[config.mk]
export PLATFORM = sky130hd
export DESIGN_NAME = counter_arbiter
export DESIGN_NICKNAME = d
export VERILOG_FILES = /design/src/rtl/counter_arbiter.sv
export SDC_FILE = /design/constraint.sdc
export NUM_CORES = 1
export LEC_CHECK = 0
export BUFFER_PORTS_ARGS = -buffer_cell sky130_fd_sc_hd__buf_2
export CORE_UTILIZATION = 30
export DETAILED_ROUTE_END_ITERATION = 12
export GPL_ROUTABILITY_DRIVEN = 0
export SLEW_MARGIN = 30
export SYNTH_ARGS = -nofsm -noshare
export SYNTH_HDL_FRONTEND = slang
export SYNTH_SLANG_ARGS = --single-unit
[constraint.sdc]
create_clock -name clk -period 1.6 [get_ports clk]
set_clock_uncertainty 0.2 [all_clocks]
set_input_delay 0.16 -clock clk [delete_from_list [all_inputs] [get_ports clk]]
set_output_delay 0.16 -clock clk [all_outputs]
set_load 0.03 [all_outputs]
[src/rtl/counter_arbiter.sv]
// Round-robin arbiter sharing one loadable up/down counter between two requesters.
// Programs Load/mode/data_in for the winner and reports terminal count (done) or watchdog timeout (err).
module counter_arbiter #(
  parameter int WIDTH    = 4,
  parameter int WD_LIMIT = 2**WIDTH + 2
) (
  input  logic             clk,
  input  logic             reset,
  input  logic [1:0]       req,
  input  logic [WIDTH-1:0] req0_val,
  input  logic             req0_mode,
  input  logic [WIDTH-1:0] req1_val,
  input  logic             req1_mode,
  output logic [1:0]       gnt,
  output logic [1:0]       done,
  output logic [1:0]       err,
  output logic             busy,
  output logic             Load,
  output logic             mode,
  output logic [WIDTH-1:0] data_in,
  input  logic             RCO,
  input  logic [WIDTH-1:0] data_out
);

  localparam int WD_W = $clog2(WD_LIMIT);

  typedef enum logic [2:0] {
    S_IDLE,
    S_LOAD,
    S_RUN,
    S_DONE,
    S_ERR
  } state_t;

  state_t           state, state_nx;
  logic             owner, owner_nx;
  logic             ptr, ptr_nx;
  logic             winner;
  logic [WD_W-1:0]  wd, wd_nx;
  logic             mode_nx;
  logic [WIDTH-1:0] data_in_nx;
  logic [1:0]       owner_oh;

  // The counter value is only observed externally; control relies on RCO alone.
  logic unused_data_out;
  assign unused_data_out = ^data_out;

  // NOTE: sequential state uses non-blocking assignments so every register
  // samples the pre-edge values regardless of statement order.
  always_ff @(posedge clk) begin
    if (reset) begin
      state   <= S_IDLE;
      owner   <= 1'b0;
      ptr     <= 1'b0;
      wd      <= '0;
      mode    <= 1'b0;
      data_in <= '0;
    end else begin
      state   <= state_nx;
      owner   <= owner_nx;
      ptr     <= ptr_nx;
      wd      <= wd_nx;
      mode    <= mode_nx;
      data_in <= data_in_nx;
    end
  end

  // NOTE: every signal written here gets a default first, so no path can
  // leave one unassigned and infer a latch.
  always_comb begin
    state_nx   = state;
    owner_nx   = owner;
    ptr_nx     = ptr;
    wd_nx      = wd;
    mode_nx    = mode;
    data_in_nx = data_in;
    winner     = 1'b0;

    unique case (state)
      S_IDLE: begin
        if (req != 2'b00) begin
          // ptr names the requester favoured when both are asking.
          winner     = (req == 2'b11) ? ptr : req[1];
          owner_nx   = winner;
          ptr_nx     = ~winner;
          data_in_nx = winner ? req1_val : req0_val;
          mode_nx    = winner ? req1_mode : req0_mode;
          state_nx   = S_LOAD;
        end
      end
      S_LOAD: begin
        if (!req[owner]) begin
          state_nx = S_IDLE;
        end else begin
          state_nx = S_RUN;
          wd_nx    = '0;
        end
      end
      S_RUN: begin
        if (!req[owner]) begin
          state_nx = S_IDLE;
        end else if (RCO) begin
          state_nx = S_DONE;
        end else if (wd == WD_W'(WD_LIMIT - 1)) begin
          state_nx = S_ERR;
        end else begin
          wd_nx = wd + WD_W'(1);
        end
      end
      S_DONE:  state_nx = S_IDLE;
      S_ERR:   state_nx = S_IDLE;
      default: state_nx = S_IDLE;
    endcase
  end

  assign owner_oh = owner ? 2'b10 : 2'b01;
  assign busy     = (state != S_IDLE);
  assign Load     = (state == S_LOAD);
  assign gnt      = busy ? owner_oh : 2'b00;
  assign done     = (state == S_DONE) ? owner_oh : 2'b00;
  assign err      = (state == S_ERR) ? owner_oh : 2'b00;

endmodule

# Yosys cells after proc, flatten, opt, wreduce, memory -nomap -nowiden
# Cells that the tools add are included.
dict set report totals {
  reg_bits 15
  inputBits 19
  output_inout_bits 13
  elab_cells 48
}
dict set report op_classes {
  n_addsub 1
  n_lt_le_gt_ge 1
  n_eq_ne 12
  mux 20
  n_bitwise 1
  n_reduce_logical 7
}
# operator count
set op_table {}
lappend op_table {{5-bit two-way mux} 4}
lappend op_table {{3-bit two-way mux} 4}
lappend op_table {{2-bit two-way mux} 5}
lappend op_table {{5-bit one-hot mux with 2 select lines} 1}
lappend op_table {{3-bit one-hot mux with 3 select lines} 1}
lappend op_table {{2-bit inequality test, second input constant} 4}
lappend op_table {{3-bit by 2-bit == test with 1-bit output, second input constant} 2}
lappend op_table {{5-bit by 1-bit adder with 5-bit output, second input constant} 1}
lappend op_table {{5-bit == test, second input constant} 1}
lappend op_table {{5-bit AND reduction} 1}
lappend op_table {{1-bit two-way mux} 4}
lappend op_table {{4-bit two-way mux} 1}
lappend op_table {{4-bit inequality test, second input constant} 1}
lappend op_table {{2-bit AND reduction} 2}
lappend op_table {{2-bit nonzero test} 2}
lappend op_table {{3-bit by 1-bit == test with 1-bit output, second input constant} 1}
lappend op_table {{3-bit == test, second input constant} 1}
lappend op_table {{3-bit zero test} 1}
lappend op_table {{3-bit nonzero test} 1}
lappend op_table {{2-bit == test, second input constant} 1}
lappend op_table {{1-bit by 2-bit less-than comparator with 1-bit output, second input constant} 1}
lappend op_table {{2-bit by 1-bit inequality test with 1-bit output, second input constant} 1}
lappend op_table {{1-bit inverter} 1}

# Logic depth before layout (Yosys ltp)
dict set report logic_depth {
  depth_word 5
  mapped_depth 6
  depth_no_buf 6
}

# Least setup slack after synthesis
# No wires, ideal clock.
dict set report synth_path {
  path_kind {register -> register}
  startpoint {reg state[0]}
  endpoint {reg wd[1]}
  setup_ns 0.123
  arrival_ns 1.644
  slack_ns -0.367
  stages_incl_launch_ff 6
  path_buffers 1
  synth_period_minus_slack_ns 1.967
  cell_sequence {dfxtp_1 buf_2 nor3b_2 a21oi_1 nor2_2 mux2_1}
}
dict set report synth_via {
  elab_chain_len 3
  elab_cells_between_ends 9
}
# element line
set synth_lines {}
lappend synth_lines {{start: declaration} 35} ;# state_t state, state_nx;
lappend synth_lines {{start signal: assignment} 59} ;# state <= state_nx;
lappend synth_lines {{3-bit by 1-bit == test with 1-bit output *} --}
lappend synth_lines {{named net Load} 18} ;# output logic Load,
lappend synth_lines {{2-bit by 1-bit inequality test with 1-bit output (no line) or 2-bit nonzero test (tied branches)} --}
lappend synth_lines {{5-bit AND reduction (no line)} --}
lappend synth_lines {{end signal: assignment} 62} ;# wd <= wd_nx;
lappend synth_lines {{end: declaration} 39} ;# logic [WD_W-1:0] wd, wd_nx;
# Mark *: on every way through the listed nets, which the timed path passes. The rest lies on a longest branch.
# A chain may end at the register's enable or synchronous reset.

# Final worst setup path
dict set report layout_path {
  startpoint {reg state[1]}
  endpoint {out done[0]}
}
dict set report layout_via {
  elab_chain_len 2
}
# element line
set layout_lines {}
lappend layout_lines {{3-bit by 2-bit == test with 1-bit output} 120} ;# assign done = (state == S_DONE) ? owner_oh : 2'b00;
lappend layout_lines {{2-bit two-way mux} 120}
lappend layout_lines {{end: declaration} 15} ;# output logic [1:0] done,
# No other way between the ends.

==> out/summary.txt <==
Run status -> complete, but fails checks
Violated checks -> setup timing
R2r startpoint -> state[1]
Mapped Nets -> 112
Initial antenna violation count -> 0
Syn-to-layout area delta -> 70.7%
Hold Path Sink -> data_in[1]
Most common cell after layout, fill and taps aside -> buf_2
Clock root buffer -> clkbuf_4
Min Clock Period, post-route -> 1620 ps
Die height -> 54.7 um
Post-route ant nets -> 0
Hold depth -> 2
Design Area, Final -> 1420 sq um
Initial Utilization -> 32.7%
Die outline width -> 54.7 um
Post-Syn Area -> 833 sq um
Clock Sinks -> 15
GRT Total Usage -> 17.9%
Final hold vios -> 0
RSZ-0062 raised after global routing -> true
DRC viols -> 0
Worst setup path start -> state[1]
Maximum vdd drop -> 0.565 mV
DP HPWL -> 1.52 mm
Finish-stage setup viols -> 7
EDFF count, synth -> 0
Clock tree buffer depth -> 2
Required @ worst endpoint -> 1240 ps
Site row count -> 18
Maximum clock rate -> 618 MHz
First-pass GRT wire length -> 3.79 mm
Slew headroom -> 79.8%
H-tree depth -> 1
Largest net degree at the start of global routing -> 17
Mapped Avg Cell Area -> 9.16 sq um
Worst Max-Slew Pin Slew -> 304 ps
Clk_lat worst skew -> 280 ps
Worst R2R End -> data_in[1]
Commonest cells after routing, fill and taps aside -> 19 x buf_2, 17 x buf_4, 12 x dlygate4sd3_1
ANT cells -> 0
Layout cells sized above 1 -> 50.0%
Ys flop type -> dfxtp_1
I/O pins -> 32
Avg WL per Cell -> 13.7 um
Number of buffers created by CTS -> 3
Hold Path Class -> in -> reg
Critical Path Fanout Max -> 7
Hold path start -> reset
Crit. End Element -> output pin
Ys async rst share -> 0%
Setup_tns -> -90.5 ps
CP Launch Type -> register
Synth Instances -> 91
Vias in the first global route -> 857
Final net count -> 168
GRT overflow -> 0
FF+latch count, synth -> 15
Final WS setup -> -18.8 ps
Slew Viols, Final -> 0
Worst-path clk slew -> 90 ps
Ys Warns -> 0
Dpl ws -> -82.6 ps
Cell area power density -> 655 nW/um^2
Iteration-0 DRC Markers -> 15
Seq/Total Area, Yosys -> 36.0%
Arrival time worst endpoint -> 1260 ps
Area after DPL -> 1110 sq um
Post-synth cell types -> 39
Period utilization -> 101%
DR vias/cell -> 5.15
Die ar. -> 2990 sq um
R2r worst-path depth -> 4
Vias -> 906
PortBufs -> 27
Leak Pwr -> 0.577 nW
WS Path Type -> reg -> out
TritonCTS clock tree -> done
Max Cap Violations -> 0
Fin util -> 55.9%
R2R Setup Slk -> -20 ps
Core ar. -> 2540 sq um
Initial DRT Pass Iterations -> 4
Total Wirelength -> 2.41 mm
-- per-stage QoR --
step                      cells  hold slack [ps]  total power, mW
after detailed placement    158              229            0.668
after CTS                   176             19.8            0.927
after global routing        176             28.8            0.992
after floorplan              91             76.1            0.579
after global placement      158              215            0.662
final                       176             22.9            0.932
-- state kept, by name, indices dropped and copies added, names as in the netlist --
| register | flops |
|---|---|
| wd | 5 |
| data_in | 4 |
| state | 3 |
| mode | 1 |
| owner | 1 |
| ptr | 1 |
-- cell usage after synthesis (2+ instances only) --
cell type | count | share of area, %
a21oi_1 | 5 | 3.0
a222oi_1 | 5 | 6.0
a311oi_1 | 2 | 2.1
buf_2 | 4 | 2.4
dfxtp_1 | 15 | 36
ha_1 | 2 | 3.0
inv_1 | 4 | 1.8
nand2_1 | 5 | 2.3
nand2b_1 | 3 | 2.3
nand3_1 | 3 | 1.8
nor2_1 | 11 | 5.0
nor2b_1 | 3 | 2.3
o22ai_1 | 3 | 2.3
-- timing repair --
item | CTS | global route
endpoints found under the setup margin | 18 | 20
gates resized for setup | 26 | 18
buffers inserted | 2 | 1
hold buffers | 12 | 0
cloned | 0 | 0
hold endpoints to repair | 7 | 0
pin swaps | 11 | 8
-- where the power goes --
part	switching [mW]	internal, mW
Combinational	0.153	0.146
Clock	0.120	0.0966
Sequential	0.0237	0.392
Total	0.297	0.635
-- layer usage --
layer	vias up	wire (um)	GRT usage, %
met5	-	0	0
met4	0	0	4.70
met3	0	105	3.33
met2	30	1290	32.5
met1	426	1010	21.1
li1	450	-	-
-- worst max-delay path: stages, from the launching register on --
cell and delay, ps:
dfxtp_4 410, buf_6 130, nor4bb_4 280, buf_6 170
-- final cells by class --
cell class                      instances  area [sq um]
Sequential cell                        15           314
Inverter                                4          15.0
Tap cell                               30          37.5
Fill cell                             215          1120
Timing Repair Buffer                   57           444
Clock buffer                            4          26.3
Multi-Input combinational cell         66           586
-- worst max-delay path by stage --
stage / end / slack [ps]
global placement: data_in[1] / -40
CTS: done[0] / -30
finish: done[0] / -20
global route: mode / -110
detailed placement: mode / -80
floorplan: wd[1] / -190
-- kinds of logic (layout without fill, tap and decap cells) --
family,Yosys count,after routing,share of synthesized area (%)
buffers and inverters,10,65,6.01
AO/OA/AOI/OAI,23,23,21.3
AND/OR/NAND/NOR,39,39,31.1
flip-flops,15,15,36.0
adder cells (fa/ha/maj),2,2,3.00
multiplexers,2,2,2.55
No activity file was read; power rests on OpenSTA's default activity.
